[src/rtl/pipe_pkg.sv]
// Shared pipeline definitions: ALU operation codes and default datapath widths.
package pipe_pkg;

  localparam int DEF_DATA_W = 32;
  localparam int DEF_REG_AW = 5;

  localparam logic [3:0] ALU_NOP = 4'd0;
  localparam logic [3:0] ALU_ADD = 4'd1;
  localparam logic [3:0] ALU_SUB = 4'd2;
  localparam logic [3:0] ALU_AND = 4'd3;
  localparam logic [3:0] ALU_OR  = 4'd4;
  localparam logic [3:0] ALU_XOR = 4'd5;
  localparam logic [3:0] ALU_NOT = 4'd6;
  localparam logic [3:0] ALU_CMP = 4'd7;
  localparam logic [3:0] ALU_MOV = 4'd8;
  localparam logic [3:0] ALU_JMP = 4'd9;
  localparam logic [3:0] ALU_JC  = 4'd10;
  localparam logic [3:0] ALU_JZ  = 4'd11;

  function automatic logic is_jump(input logic [3:0] code);
    return (code == ALU_JMP) || (code == ALU_JC) || (code == ALU_JZ);
  endfunction

endpackage

[src/rtl/alu_core.sv]
// Combinational ALU: computes the result, carry/borrow, zero, and which flags the
// operation is allowed to update.
module alu_core
  import pipe_pkg::*;
#(
  parameter int DATA_W = DEF_DATA_W
) (
  input  logic [3:0]        alu_ctrl,
  input  logic [DATA_W-1:0] op_a,
  input  logic [DATA_W-1:0] op_b,
  output logic [DATA_W-1:0] result,
  output logic              carry,
  output logic              zero,
  output logic              c_upd,
  output logic              z_upd
);

  logic [DATA_W:0] sum;
  logic [DATA_W:0] diff;

  // The extra top bit of the widened difference is the borrow (unsigned a < b).
  assign sum  = {1'b0, op_a} + {1'b0, op_b};
  assign diff = {1'b0, op_a} - {1'b0, op_b};

  always_comb begin
    result = '0;
    carry  = 1'b0;
    c_upd  = 1'b0;
    z_upd  = 1'b0;
    case (alu_ctrl)
      ALU_ADD: begin
        result = sum[DATA_W-1:0];
        carry  = sum[DATA_W];
        c_upd  = 1'b1;
        z_upd  = 1'b1;
      end
      ALU_SUB, ALU_CMP: begin
        result = diff[DATA_W-1:0];
        carry  = diff[DATA_W];
        c_upd  = 1'b1;
        z_upd  = 1'b1;
      end
      ALU_AND: begin result = op_a & op_b; z_upd = 1'b1; end
      ALU_OR:  begin result = op_a | op_b; z_upd = 1'b1; end
      ALU_XOR: begin result = op_a ^ op_b; z_upd = 1'b1; end
      ALU_NOT: begin result = ~op_a;       z_upd = 1'b1; end
      ALU_MOV: begin result = op_b;        z_upd = 1'b1; end
      default: begin result = '0; end
    endcase
  end

  assign zero = (result == '0);

endmodule

[src/rtl/ex_stage.sv]
// Execute stage: ALU, architectural C/Z flags, jump resolution and the EX/MEM latch.
module ex_stage
  import pipe_pkg::*;
#(
  parameter int DATA_W = DEF_DATA_W,
  parameter int REG_AW = DEF_REG_AW
) (
  input  logic              clk,
  input  logic              rst_n,
  input  logic              in_valid,
  input  logic [3:0]        alu_ctrl,
  input  logic [DATA_W-1:0] op_a,
  input  logic [DATA_W-1:0] op_b,
  input  logic [DATA_W-1:0] store_data,
  input  logic [REG_AW-1:0] rd,
  input  logic              reg_write,
  input  logic              mem_read,
  input  logic              mem_write,
  input  logic [DATA_W-1:0] branch_target,
  input  logic              stall,
  input  logic              flush,
  output logic              exmem_valid,
  output logic [DATA_W-1:0] exmem_result,
  output logic [DATA_W-1:0] exmem_store_data,
  output logic [REG_AW-1:0] exmem_rd,
  output logic              exmem_reg_write,
  output logic              exmem_mem_read,
  output logic              exmem_mem_write,
  output logic              flag_c,
  output logic              flag_z,
  output logic              branch_taken,
  output logic [DATA_W-1:0] branch_pc
);

  logic [DATA_W-1:0] alu_result;
  logic              alu_carry;
  logic              alu_zero;
  logic              c_upd;
  logic              z_upd;

  logic              advance;
  logic              jump_op;
  logic              jump_cond;
  logic              taken;
  logic [DATA_W-1:0] next_result;
  logic              next_reg_write;
  logic              next_mem_read;
  logic              next_mem_write;

  alu_core #(.DATA_W(DATA_W)) u_alu (
    .alu_ctrl (alu_ctrl),
    .op_a     (op_a),
    .op_b     (op_b),
    .result   (alu_result),
    .carry    (alu_carry),
    .zero     (alu_zero),
    .c_upd    (c_upd),
    .z_upd    (z_upd)
  );

  // Conditional jumps read the registered flags, which already reflect the previous advanced instruction.
  always_comb begin
    advance   = in_valid & ~stall & ~flush;
    jump_op   = is_jump(alu_ctrl);
    jump_cond = 1'b0;
    case (alu_ctrl)
      ALU_JMP: jump_cond = 1'b1;
      ALU_JC:  jump_cond = flag_c;
      ALU_JZ:  jump_cond = flag_z;
      default: jump_cond = 1'b0;
    endcase
    taken          = advance & jump_cond;
    next_result    = jump_op ? branch_target : alu_result;
    next_reg_write = reg_write & in_valid & ~jump_op & (alu_ctrl != ALU_CMP)
                     & (alu_ctrl[3:2] != 2'b11);
    next_mem_read  = mem_read & in_valid & ~jump_op;
    next_mem_write = mem_write & in_valid & ~jump_op;
  end

  always_ff @(posedge clk or negedge rst_n) begin
    if (!rst_n) begin
      flag_c <= 1'b0;
      flag_z <= 1'b0;
    end else if (advance) begin
      if (c_upd) flag_c <= alu_carry;
      if (z_upd) flag_z <= alu_zero;
    end
  end

  // Stall holds everything except the redirect pulse, which must never last more than one cycle.
  always_ff @(posedge clk or negedge rst_n) begin
    if (!rst_n) begin
      exmem_valid      <= 1'b0;
      exmem_result     <= '0;
      exmem_store_data <= '0;
      exmem_rd         <= '0;
      exmem_reg_write  <= 1'b0;
      exmem_mem_read   <= 1'b0;
      exmem_mem_write  <= 1'b0;
      branch_taken     <= 1'b0;
      branch_pc        <= '0;
    end else if (stall) begin
      branch_taken <= 1'b0;
    end else if (flush) begin
      exmem_valid      <= 1'b0;
      exmem_result     <= '0;
      exmem_store_data <= '0;
      exmem_rd         <= '0;
      exmem_reg_write  <= 1'b0;
      exmem_mem_read   <= 1'b0;
      exmem_mem_write  <= 1'b0;
      branch_taken     <= 1'b0;
      branch_pc        <= '0;
    end else begin
      exmem_valid      <= in_valid;
      exmem_result     <= next_result;
      exmem_store_data <= store_data;
      exmem_rd         <= rd;
      exmem_reg_write  <= next_reg_write;
      exmem_mem_read   <= next_mem_read;
      exmem_mem_write  <= next_mem_write;
      branch_taken     <= taken;
      branch_pc        <= taken ? branch_target : '0;
    end
  end

endmodule

[config.mk]
export PLATFORM = sky130hd
export DESIGN_NAME = ex_stage
export DESIGN_NICKNAME = d
export VERILOG_FILES = /design/src/rtl/pipe_pkg.sv /design/src/rtl/alu_core.sv /design/src/rtl/ex_stage.sv
export SDC_FILE = /design/constraint.sdc
export NUM_CORES = 1
export LEC_CHECK = 0
export CORE_MARGIN = 2
export CORE_UTILIZATION = 50
export CTS_CLUSTER_DIAMETER = 200
export DETAILED_ROUTE_END_ITERATION = 8
export PLACE_DENSITY = 0.81
export RECOVER_POWER = 100
export SYNTH_ARGS = -nofsm -noshare
export SYNTH_HDL_FRONTEND = slang
export SYNTH_SLANG_ARGS = --single-unit
[constraint.sdc]
create_clock -name clk -period 1.4 [get_ports clk]
set_input_delay 0.35 -clock clk [delete_from_list [all_inputs] [get_ports clk]]
set_output_delay 0.35 -clock clk [all_outputs]
set_load 0.1 [all_outputs]
==> out/qor.yml, run 1 <==
outcome: "did not finish"
failed_stage: "clock tree synthesis (4_1_cts)"
first-error: "[ERROR DPL-0038] Utilization greater than 100%, impossible to legalize"
clock_path_buffers: 2
synth_top_area_cell: "dfrtp_1"
cts_resized: 585
start_util_pct: 50.8
place_congestion: 1.15
synth-simple-area-share_pct: 19.8
async_reset_ff_share_pct: 100
io_buffers: 252
syn-num-nets: 1564
post_cts_buffers: 103
synthFlopType: "dfrtp_1"
hpwl_mm: 39.8
root_buffer: "clkbuf_16"
avgSynthCellArea_um2: 7.81
synth_cell_types: 93
synth_cells: 1316
io_pins: 253
fp.dieW_um: 147
synth_top_area_share_pct: 26.3
yosysSeqAreaShare_pct: 26.3
synth-edff-count: 0
synth-adder-area-share_pct: 12.7
synthMuxAreaShare_pct: 0.682
synth_commonest_cells: "nand2_1, a21oi_1, dfrtp_1"
synth_compound_gate_area_share_pct: 32.8
ctsHtreeMaxLevel: 3
tritoncts.num_buffers: 9
synth_area_um2: 10300
synth.area.top_cells: "dfrtp_1, ha_1, a21oi_1"
yosysMostFrequentCell: "nand2_1"
synth_top_family_by_area: "compound AO/OA/AOI/OAI gates"
hold_buffers: 1
synth_xor_area_share_pct: 0.682
ys_ff_latch: 108
die_h_um: 147
rows: 52
clkSinkCount: 108
yosys_warnings: 0
## kinds of logic after synthesis
group	Yosys count
AOI/OAI and AO/OA	494
xor gates and xnor gates	8
adders and majority gates	103
buffers and inverters	184
DFF	108
muxes	7
and+or+nand+nor	412
## through the flow
step	cells	hold slack [ns]	setup TNS [ns]	area (um2)	worst slack [ns]
detailed placement	2174	0.378	-123.79	17700	-2.75
global placement	2174	0.366	-114.95	17700	-2.62
floorplan	1316	0.0544	-46.12	10900	-1.50
==> inputs of run 2 (changes only) <==
--- a/config.mk
+++ b/config.mk
@@ -6,10 +6,9 @@
 export NUM_CORES = 1
 export LEC_CHECK = 0
 export CORE_MARGIN = 2
-export CORE_UTILIZATION = 50
-export CTS_CLUSTER_DIAMETER = 200
+export CORE_UTILIZATION = 35
 export DETAILED_ROUTE_END_ITERATION = 8
-export PLACE_DENSITY = 0.81
+export PLACE_DENSITY_LB_ADDON = 0.15
 export RECOVER_POWER = 100
 export SYNTH_ARGS = -nofsm -noshare
 export SYNTH_HDL_FRONTEND = slang
==> run 2 against run 1 <==
  * The flow now finishes, with violations (setup timing)
  * Synthesized cell count did not move
  * Synthesized area did not move
==> out/qor.yml, run 2 <==
synth-edff-count: 0
synth_area_um2: 10300
yosysSeqAreaShare_pct: 26.3
slew_violations: 0
area_growth_pct: 102
synth_commonest_cells: "nand2_1, a21oi_1, dfrtp_1"
die_h_um: 175
cts_tree: "done"
io_pins: 253
swShare_pct: 43.2
internal-power_uw: 8670
drive_gt1_share_pct: 53.9
antenna_found_initial: 1
rsz0062_at_grt: "true"
io_buffers: 252
max_freq_mhz: 327
rows: 62
via_per_inst: 5.63
skew_ns: 0.0134
ant_nets: 0
root_buffer: "clkbuf_16"
yosys_warnings: 0
start_util_pct: 35.7
end_kind: "flip-flop"
max_cap_viol_count: 0
reg_top3: "branch_pc: 32 flops, exmem_result: 32 flops, exmem_store_data: 32 flops"
clkLatencyLatePin_ns: 0.35
clock_path_buffers: 2
power_density_nw_per_um2: 737
tritoncts.num_buffers: 9
fin_crit_ns: 3.05
fin_crit_sh_pct: 218
finish.instance_area_um2: 20700
crit_fanout: 4
grt_remaining_overflow: 0
critical_path_class: "input pin to flip-flop"
clkSinkCount: 108
crit_required_ns: 1.65
reg2regPathDepth: 5
worstMarginPinSlew_ns: 0.644
max_slew_margin_pct: 56.6
synth_cells: 1316
synth_cell_types: 93
yosysMostFrequentCell: "nand2_1"
final_cell_count_no_fill: 2449
outcome: "finished with violations"
ctsHtreeMaxLevel: 3
num-fill-cells: 2223
clock_power_share_pct: 17.5
clk_pin_slew_ns: 0.08
synthFlopType: "dfrtp_1"
finalPower_uw: 15300
grt_max_degree: 79
arrival_ns: 3.30
vias: 13800
layout_setup_ws_ns: -1.65
drc: 0
grt_pass1_vias: 13700
async_reset_ff_share_pct: 100
placedCellCount: 2319
vdd_ir_drop_max_uv: 583
place_congestion: 0.991
dieArea_um2: 30700
postPlaceCellArea_um2: 18000
drt_iter0_markers: 1077
power_frac_seq_pct: 22.9
grt_usage_pct: 33.2
hpwl_mm: 39.4
core_area_um2: 28800
hold_path_class: "input pin to async pin"
leakage_uw: 0.00931
violations: "setup timing"
seqCellArea_um2: 2700
grt_pass1_wl_mm: 79.9
p_sw_uw: 6600
syn-num-nets: 1564
fp.dieW_um: 175
ys_ff_latch: 108
firstDrtPassIters: 6
start_kind: "input pin"
drt_wl_total_mm: 53.3
wl_per_cell_um: 21.8
nets: 2308
final_common_cell: "buf_4"
multi_input_area_um2: 9300
hold_viol: 0
setup_viol: 70
layout.cells.most_common_list: "buf_4, buf_6, nand2_1"
synth_top_area_share_pct: 26.3
synth.area.top_cells: "dfrtp_1, ha_1, a21oi_1"
avgSynthCellArea_um2: 7.81
synth_top_area_cell: "dfrtp_1"
p_comb_share_pct: 59.6
run 2: area by class of cell:
class / count / share of cell area, %
multi-input combinational: 1024 / 44.9
tap: 384 / 2.32
antenna: 1 / 0.0121
clock buffer: 9 / 1.09
sequential: 108 / 13.0
clock inverter: 6 / 0.405
timing repair buffer: 822 / 36.2
inverter: 95 / 2.06
run 2: per-stage QoR:
stage | worst slack [ns] | hold slack (ns) | TNS (ns) | util [%]
floorplan | -1.50 | 0.0544 | -46.12 | -
detailed placement | -2.62 | 0.254 | -121.45 | 62.7
finish | -1.65 | 0.478 | -40.72 | 72.0
global placement | -2.60 | 0.253 | -117.91 | 62.7
global route | -1.72 | 0.519 | -46.45 | 72.0
CTS | -1.65 | 0.403 | -42.52 | 72.7
run 2: routing by layer:
layer  global-route usage (%)  up-vias  wire, um
met5                        0        -         0
met4                     11.8        0      2450
met3                     4.31      174      3540
met2                     58.2      629     25400
met1                     41.8     6678     21900
li1                         -     6319         -
run 2: cell families after synthesis:
kind of cell / count (synthesis) / share of synthesized area (%)
AOI/OAI and AO/OA: 494 / 32.8
and+or+nand+nor: 412 / 19.8
buffers and inverters: 184 / 7.11
DFF: 108 / 26.3
adders and majority gates: 103 / 12.7
xor gates and xnor gates: 8 / 0.682
muxes: 7 / 0.682
run 2: what timing repair did:
action,CTS,global route
endpoints found under the setup margin,94,93
hold buffers,1,0
hold endpoints to repair,16,0
cloned,3,0
pin swaps,181,121
resized for setup,619,170
setup buffers,101,40
run 2: power by group through the flow:
stage	combinational, uW	sequential, uW	clock (uW)
floorplan	2350	5070	0
global placement	7670	3620	0
detailed placement	7710	3620	0
CTS	8950	3570	2720
global route	9520	3520	2830
finish	9110	3490	2670
run 2: critical path, stage by stage:
cell	delay (ns)
buf_12	0.11
inv_12	0.04
ha_4	0.12
inv_2	0.03
fa_2	0.33
nor2b_4	0.14
o311ai_4	0.29
a21oi_2	0.11
o31ai_2	0.22
buf_4	0.18
buf_6	0.10
a31oi_4	0.08
buf_6	0.15
a31o_4	0.22
a21oi_4	0.20
a221o_1	0.19
a21oi_2	0.07
buf_4	0.15
a31o_1	0.21
run 2: path summary, 6_finish.rpt:
check	endpoint	slack (ns)	start
min reg2reg	exmem_rd[2]	0.50	exmem_rd[2]
max	flag_z	-1.65	op_a[0]
max in group asynchronous	exmem_store_data[25]	0.11	rst_n
min	branch_pc[15]	0.48	rst_n
min in group clk	exmem_rd[2]	0.50	exmem_rd[2]
max reg2reg	branch_pc[29]	0.08	flag_c
Power figures use the tool's default switching activity.
==> inputs of run 3 (changes only) <==
--- a/config.mk
+++ b/config.mk
@@ -8,8 +8,10 @@
 export CORE_MARGIN = 2
 export CORE_UTILIZATION = 35
 export DETAILED_ROUTE_END_ITERATION = 8
+export GPL_ROUTABILITY_DRIVEN = 0
 export PLACE_DENSITY_LB_ADDON = 0.15
 export RECOVER_POWER = 100
 export SYNTH_ARGS = -nofsm -noshare
 export SYNTH_HDL_FRONTEND = slang
 export SYNTH_SLANG_ARGS = --single-unit
+export TNS_END_PERCENT = 100
==> run 3 against run 2 <==
  * Cell count shrank 1.2%
  * Count of clock-buffer cells in the layout grew 1
  * Critical endpoint unchanged
  * Sequential power hardly changed
  * The flow still finishes with violations (setup timing)
  * Die area unchanged
  * Combinational power shrank 3.3%
  * Power fell by 2.1%
  * Critical path depth down 1
  * Worst hold slack improved by 0.014 ns
  * Largest power group unchanged
  * Highest routed layer unchanged
  * Routed wire length fell by 2.9%
  * Core utilization is 2.3 points lower
==> out/qor.yml, run 3 (synthesis results as in run 2) <==
max_freq_mhz: 311
power_density_nw_per_um2: 745
dieArea_um2: 30700
fin_crit_sh_pct: 230
max_cap_viol_count: 0
vdd_ir_drop_max_uv: 659
io_buffers: 252
drive_gt1_share_pct: 51.3
final_common_cell: "buf_4"
start_util_pct: 35.7
grt_max_degree: 90
finish.instance_area_um2: 20100
timing.hold.ws_ns: 0.492
cts_tree: "done"
end_kind: "flip-flop"
p_comb_share_pct: 58.9
antenna_found_initial: 1
swShare_pct: 43.1
drt_iter0_markers: 1531
p_sw_uw: 6440
setup_viol: 67
top_usage_layer: "met2"
clkSinkCount: 108
wl_per_cell_um: 21.4
postPlaceCellArea_um2: 17900
drc: 0
use_met1_pct: 40.0
nets: 2277
clk_pin_slew_ns: 0.07
critical_path_class: "input pin to flip-flop"
multi_input_area_um2: 8970
reg_top3: "branch_pc: 32 flops, exmem_result: 32 flops, exmem_store_data: 32 flops"
clock_path_buffers: 2
num-fill-cells: 2237
leakage_uw: 0.00916
rows: 62
max_slew_margin_pct: 57.5
hpwl_mm: 37.2
die_h_um: 175
skew_ns: 0.00978
clock_power_share_pct: 17.7
io_pins: 253
root_buffer: "clkbuf_16"
grt_pass1_wl_mm: 75.4
drt_wl_total_mm: 51.8
grt_usage_pct: 31.0
core_area_um2: 28800
hold_path_class: "flip-flop to flip-flop"
grt_pass1_vias: 13500
fp.dieW_um: 175
violations: "setup timing"
outcome: "finished with violations"
seqCellArea_um2: 2700
vias: 14000
worstMarginPinSlew_ns: 0.637
tritoncts.num_buffers: 9
slew_violations: 0
layout.cells.most_common_list: "buf_4, buf_6, nand2_1"
crit_required_ns: 1.64
rsz0062_at_grt: "true"
layout_setup_ws_ns: -1.82
area_growth_pct: 95.2
grt_use_met2_pct: 52.9
ant_nets: 0
hold_viol: 0
start_kind: "input pin"
arrival_ns: 3.45
internal-power_uw: 8510
via_per_inst: 5.77
fin_crit_ns: 3.22
use_met3_pct: 4.35
ctsHtreeMaxLevel: 3
crit_fanout: 4
power_frac_seq_pct: 23.3
clkLatencyLatePin_ns: 0.35
grt_remaining_overflow: 0
firstDrtPassIters: 6
## run 3: cell count changes in the layout (fill, tap and decap cells not counted), sizes merged, moves of 2 or more
cell           previous run  this run
buf                     705       663
clkdlybuf4s15             9         4
clkinv                    3         1
dlygate4sd2              13        19
dlymetal6s2s              0         9
## run 3: final timing paths
kind / start / end / slack (ns) / depth (start not counted)
worst max-delay path: op_a[0] / flag_z / -1.82 / 18
worst min-delay path: exmem_result[27] / exmem_result[27] / 0.49 / 1
worst max register to register: flag_z / branch_pc[1] / 0.03 / 6
worst min register to register: exmem_result[27] / exmem_result[27] / 0.49 / 1
max in group asynchronous: rst_n / exmem_store_data[5] / 0.14 / 3
min in group asynchronous: rst_n / branch_pc[18] / 0.53 / 2
## run 3: power groups by stage
| stage | Sequential (uW) | Combinational, uW | Clock, uW |
|---|---|---|---|
| 3_5_place_dp | 3630 | 7600 | 0 |
| 4_1_cts | 3570 | 8420 | 2690 |
| 3_3_place_gp | 3610 | 7520 | 0 |
| 6_report | 3490 | 8810 | 2650 |
| 5_1_grt | 3520 | 9180 | 2800 |
| 2_1_floorplan | 5070 | 2350 | 0 |
## run 3: layout make-up
cell class / count / area share, %
repair buffers: 791 / 35.8
flip-flops and latches: 108 / 13.5
clock inverters: 6 / 0.387
diodes: 1 / 0.0125
multi-input cells: 1024 / 44.7
well taps: 384 / 2.40
clock buffers: 10 / 1.14
inverters: 95 / 2.04
## run 3: layer usage
| metal | up-vias | wire length (um) |
|---|---|---|
| li1 | 6230 | - |
| met1 | 6620 | 20600 |
| met2 | 888 | 24100 |
| met3 | 221 | 4520 |
| met4 | 0 | 2550 |
| met5 | - | 0 |
## run 3: worst max-delay path, stage by stage
cell       delay [ns]
buf_12           0.12
inv_12           0.05
ha_4             0.13
inv_2            0.04
fa_2             0.39
nor2b_4          0.15
o311ai_4         0.35
a21oi_2          0.12
o31ai_2          0.20
buf_4            0.17
buf_4            0.11
a31oi_4          0.13
buf_12           0.17
a2111oi_4        0.29
a311oi_2         0.07
o211ai_1         0.25
nor4_4           0.11
a31o_1           0.23
## run 3: what timing repair did
item	4_1_cts	5_1_grt
gates cloned	3	2
endpoints found under the hold margin	16	0
pin swaps	136	118
resized for setup	428	195
setup endpoints to repair	94	92
setup buffers	67	45
hold buffers	1	0
## run 3: per-stage QoR
step	cells	setup TNS, ns	util (%)	power, uW	setup WS [ns]
finish	2419	-46.16	69.7	14900	-1.82
global route	2419	-52.00	69.7	15500	-1.86
CTS	2385	-42.54	69.6	14700	-1.76
detailed placement	2301	-125.85	62.3	11200	-2.57
global placement	2301	-122.91	62.3	11100	-2.51
floorplan	1316	-46.12	-	7420	-1.50
==> inputs of run 4 (changes only) <==
--- a/config.mk
+++ b/config.mk
@@ -5,12 +5,14 @@
 export SDC_FILE = /design/constraint.sdc
 export NUM_CORES = 1
 export LEC_CHECK = 0
-export CORE_MARGIN = 2
+export ABC_AREA = 1
+export CORE_MARGIN = 4
 export CORE_UTILIZATION = 35
 export DETAILED_ROUTE_END_ITERATION = 8
 export GPL_ROUTABILITY_DRIVEN = 0
 export PLACE_DENSITY_LB_ADDON = 0.15
 export RECOVER_POWER = 100
+export SLEW_MARGIN = 20
 export SYNTH_ARGS = -nofsm -noshare
 export SYNTH_HDL_FRONTEND = slang
 export SYNTH_SLANG_ARGS = --single-unit
==> run 4 against run 3 <==
  * The flow still finishes with violations (setup timing)
  * Combinational power up 2.3%
  * Sequential share of layout area down 0.55 points
  * Clock power is 9.1% lower
  * Die area is 12% higher
  * Count of clock-buffer cells in the layout increased by 2
  * Power down 0.44%
  * First-iteration DRC count is 6.2% higher
  * Register-to-register slack better by 0.02 ns
  * Sequential cell count did not move
  * Critical path type unchanged
  * Largest power group unchanged
==> out/qor.yml, run 4 <==
vias: 15400
syn-num-nets: 1983
clk_pin_slew_ns: 0.07
drt_wl_total_mm: 55.7
setup_viol: 70
antenna_found_initial: 0
synth_commonest_cells: "nand2_1, inv_1, nand3_1"
ant_nets: 0
fin_crit_sh_pct: 156
layout_setup_ws_ns: -0.784
start_kind: "input pin"
hold_start: "flush"
antennaDiodeCount: 0
layout.cells.most_common_list: "buf_4, nand2_1, buf_6"
grt_remaining_overflow: 0
synth-edff-count: 0
skew_ns: 0.00863
critical_path_class: "input pin to flip-flop"
arrival_ns: 2.47
ctsHtreeMaxLevel: 3
rows: 64
io_pins: 253
fp.dieW_um: 186
worst_r2r_startpoint: "flag_z"
clkLatencyLatePin_ns: 0.34
die_h_um: 186
crit_slowest_cell: "ha_4"
max_cap_viol_count: 0
reg_top3: "branch_pc: 32 flops, exmem_result: 32 flops, exmem_store_data: 32 flops"
startpoint: "op_b[5]"
placedCellCount: 2636
grt_max_degree: 107
synth_top_area_cell: "dfrtp_1"
power_density_nw_per_um2: 712
core_area_um2: 30800
hpwl_mm: 39.0
outcome: "finished with violations"
via_per_inst: 5.61
crit_required_ns: 1.68
fin_crit_ns: 2.18
async_reset_ff_share_pct: 100
synth_cell_types: 38
violations: "setup timing"
max_freq_mhz: 458
grt_pass1_wl_mm: 76.3
cts_tree: "done"
dieArea_um2: 34400
vdd_ir_drop_max_uv: 612
avgSynthCellArea_um2: 6.36
slew_violations: 0
final_cell_count_no_fill: 2742
drc: 0
worstMarginPinSlew_ns: 1.08
max_slew_margin_pct: 27.8
synth.area.top_cells: "dfrtp_1, nand2_1, ha_1"
rsz0062_at_grt: "true"
drive_gt1_share_pct: 54.0
nets: 2589
io_buffers: 252
hold_viol: 0
postPlaceCellArea_um2: 18200
final_common_cell: "buf_4"
grt_usage_pct: 27.6
area_growth_pct: 89.5
synth_area_um2: 11000
synthFlopType: "dfrtp_1"
synth_top_area_share_pct: 24.5
finish.instance_area_um2: 20900
firstDrtPassIters: 7
tritoncts.num_buffers: 9
start_util_pct: 35.8
leakage_uw: 0.0105
grt_pass1_vias: 14400
clock_path_buffers: 2
ys_ff_latch: 108
crit_fanout: 7
root_buffer: "clkbuf_16"
yosysMostFrequentCell: "nand2_1"
crit_buf_inv: 3
end_kind: "flip-flop"
wl_per_cell_um: 20.3
yosys_warnings: 0
drt_iter0_markers: 1626
max_stage_delay_ns: 0.37
hold_path_class: "input pin to flip-flop"
clkSinkCount: 108
synth_cells: 1735
yosysSeqAreaShare_pct: 24.5
path_cells: "buf_2 -> inv_2 -> ha_4 -> nand2_2 -> nand2_2 -> nand2_1 -> nand2_1 -> buf_4 -> nand2_4 -> nand3_4 -> nand2_2 -> nand3_2 -> nand2_2 -> nor2_1 -> nand3_1 -> nor2_1 -> nand2_1 -> nor2_1 -> nand3_1 -> nand2_1"
crit_family: "simple AND/OR/NAND/NOR gates"
==> run 4: cell count changes in the layout (fill, tap and decap cells not counted), moves of 53 or more <==
cell,before,now
inv_2,44,101
buf_4,449,312
nand2_4,3,61
nand2_1,130,286
inv_1,40,177
nand2_2,8,134
nand3_2,7,70
a21oi_1,64,11
==> run 4: worst register-to-register path, stage by stage, from the launching register on <==
cell,delay [ns]
dfrtp_1,0.41
a221o_1,0.37
nand3_2,0.07
inv_2,0.06
buf_12,0.15
a22o_1,0.19
==> run 4: kinds of logic after synthesis <==
family | share of synthesized area, %
simple gates | 32.1
buf+inv | 13.8
compound gates | 17.7
flops | 24.5
fa+ha+maj | 11.8
xor+xnor | 0.159
==> run 4: layout make-up <==
type | count | area [um2]
well taps | 396 | 495
inverters | 308 | 1280
fillers | 2354 | 9920
flip-flops and latches | 108 | 2700
multi-input cells | 1251 | 9940
repair buffers | 663 | 6220
clock buffers | 12 | 246
clock inverters | 4 | 33.8
==> run 4: repair_timing <==
action | 4_1_cts | 5_1_grt
buffers inserted | 70 | 33
gates resized for setup | 807 | 269
pin swaps | 285 | 181
endpoints found under the setup margin | 71 | 68
hold buffers | 1 | 0
endpoints found under the hold margin | 14 | 0
==> run 4: path summary, 6_finish.rpt <==
check                                       end  slack [ns]  depth (start not counted)
min in group asynchronous  exmem_store_data[12]        0.49                          2
max reg2reg                       branch_pc[20]        0.05                          5
min                            exmem_result[15]        0.42                          2
min reg2reg                    exmem_result[14]        0.49                          2
max in group asynchronous       exmem_mem_write        0.19                          3
max                                      flag_z       -0.78                         20
==> run 4: through the flow <==
stage / power [uW] / TNS, ns / hold slack [ns] / utilization [%] / setup WS, ns
after floorplan: 7530 / -27.41 / 0.0544 / - / -0.665
after global placement: 10800 / -84.95 / 0.248 / 59.0 / -1.69
after detailed placement: 10900 / -86.17 / 0.246 / 59.0 / -1.73
after CTS: 14500 / -16.72 / 0.409 / 67.4 / -0.810
after global routing: 15500 / -26.45 / 0.424 / 67.8 / -0.921
final: 14900 / -19.91 / 0.423 / 67.8 / -0.784
==> run 4: power breakdown <==
part | total [uW] | leakage (uW) | internal [uW] | switching, uW
logic | 9010 | 0.00894 | 3510 | 5500
registers | 3470 | 0.00145 | 3320 | 150
clock network | 2410 | 0.000133 | 1270 | 1130
total | 14900 | 0.0105 | 8100 | 6780
==> run 4: per-layer routing <==
| metal | part of all wire, % | vias up | global-route usage (%) |
|---|---|---|---|
| met5 | 0 | - | 0 |
| met4 | 6.9 | 0 | 11.1 |
| met3 | 9.7 | 335 | 4.44 |
| met2 | 46 | 1040 | 47.4 |
| met1 | 38 | 7147 | 34.7 |
| li1 | - | 6848 | - |
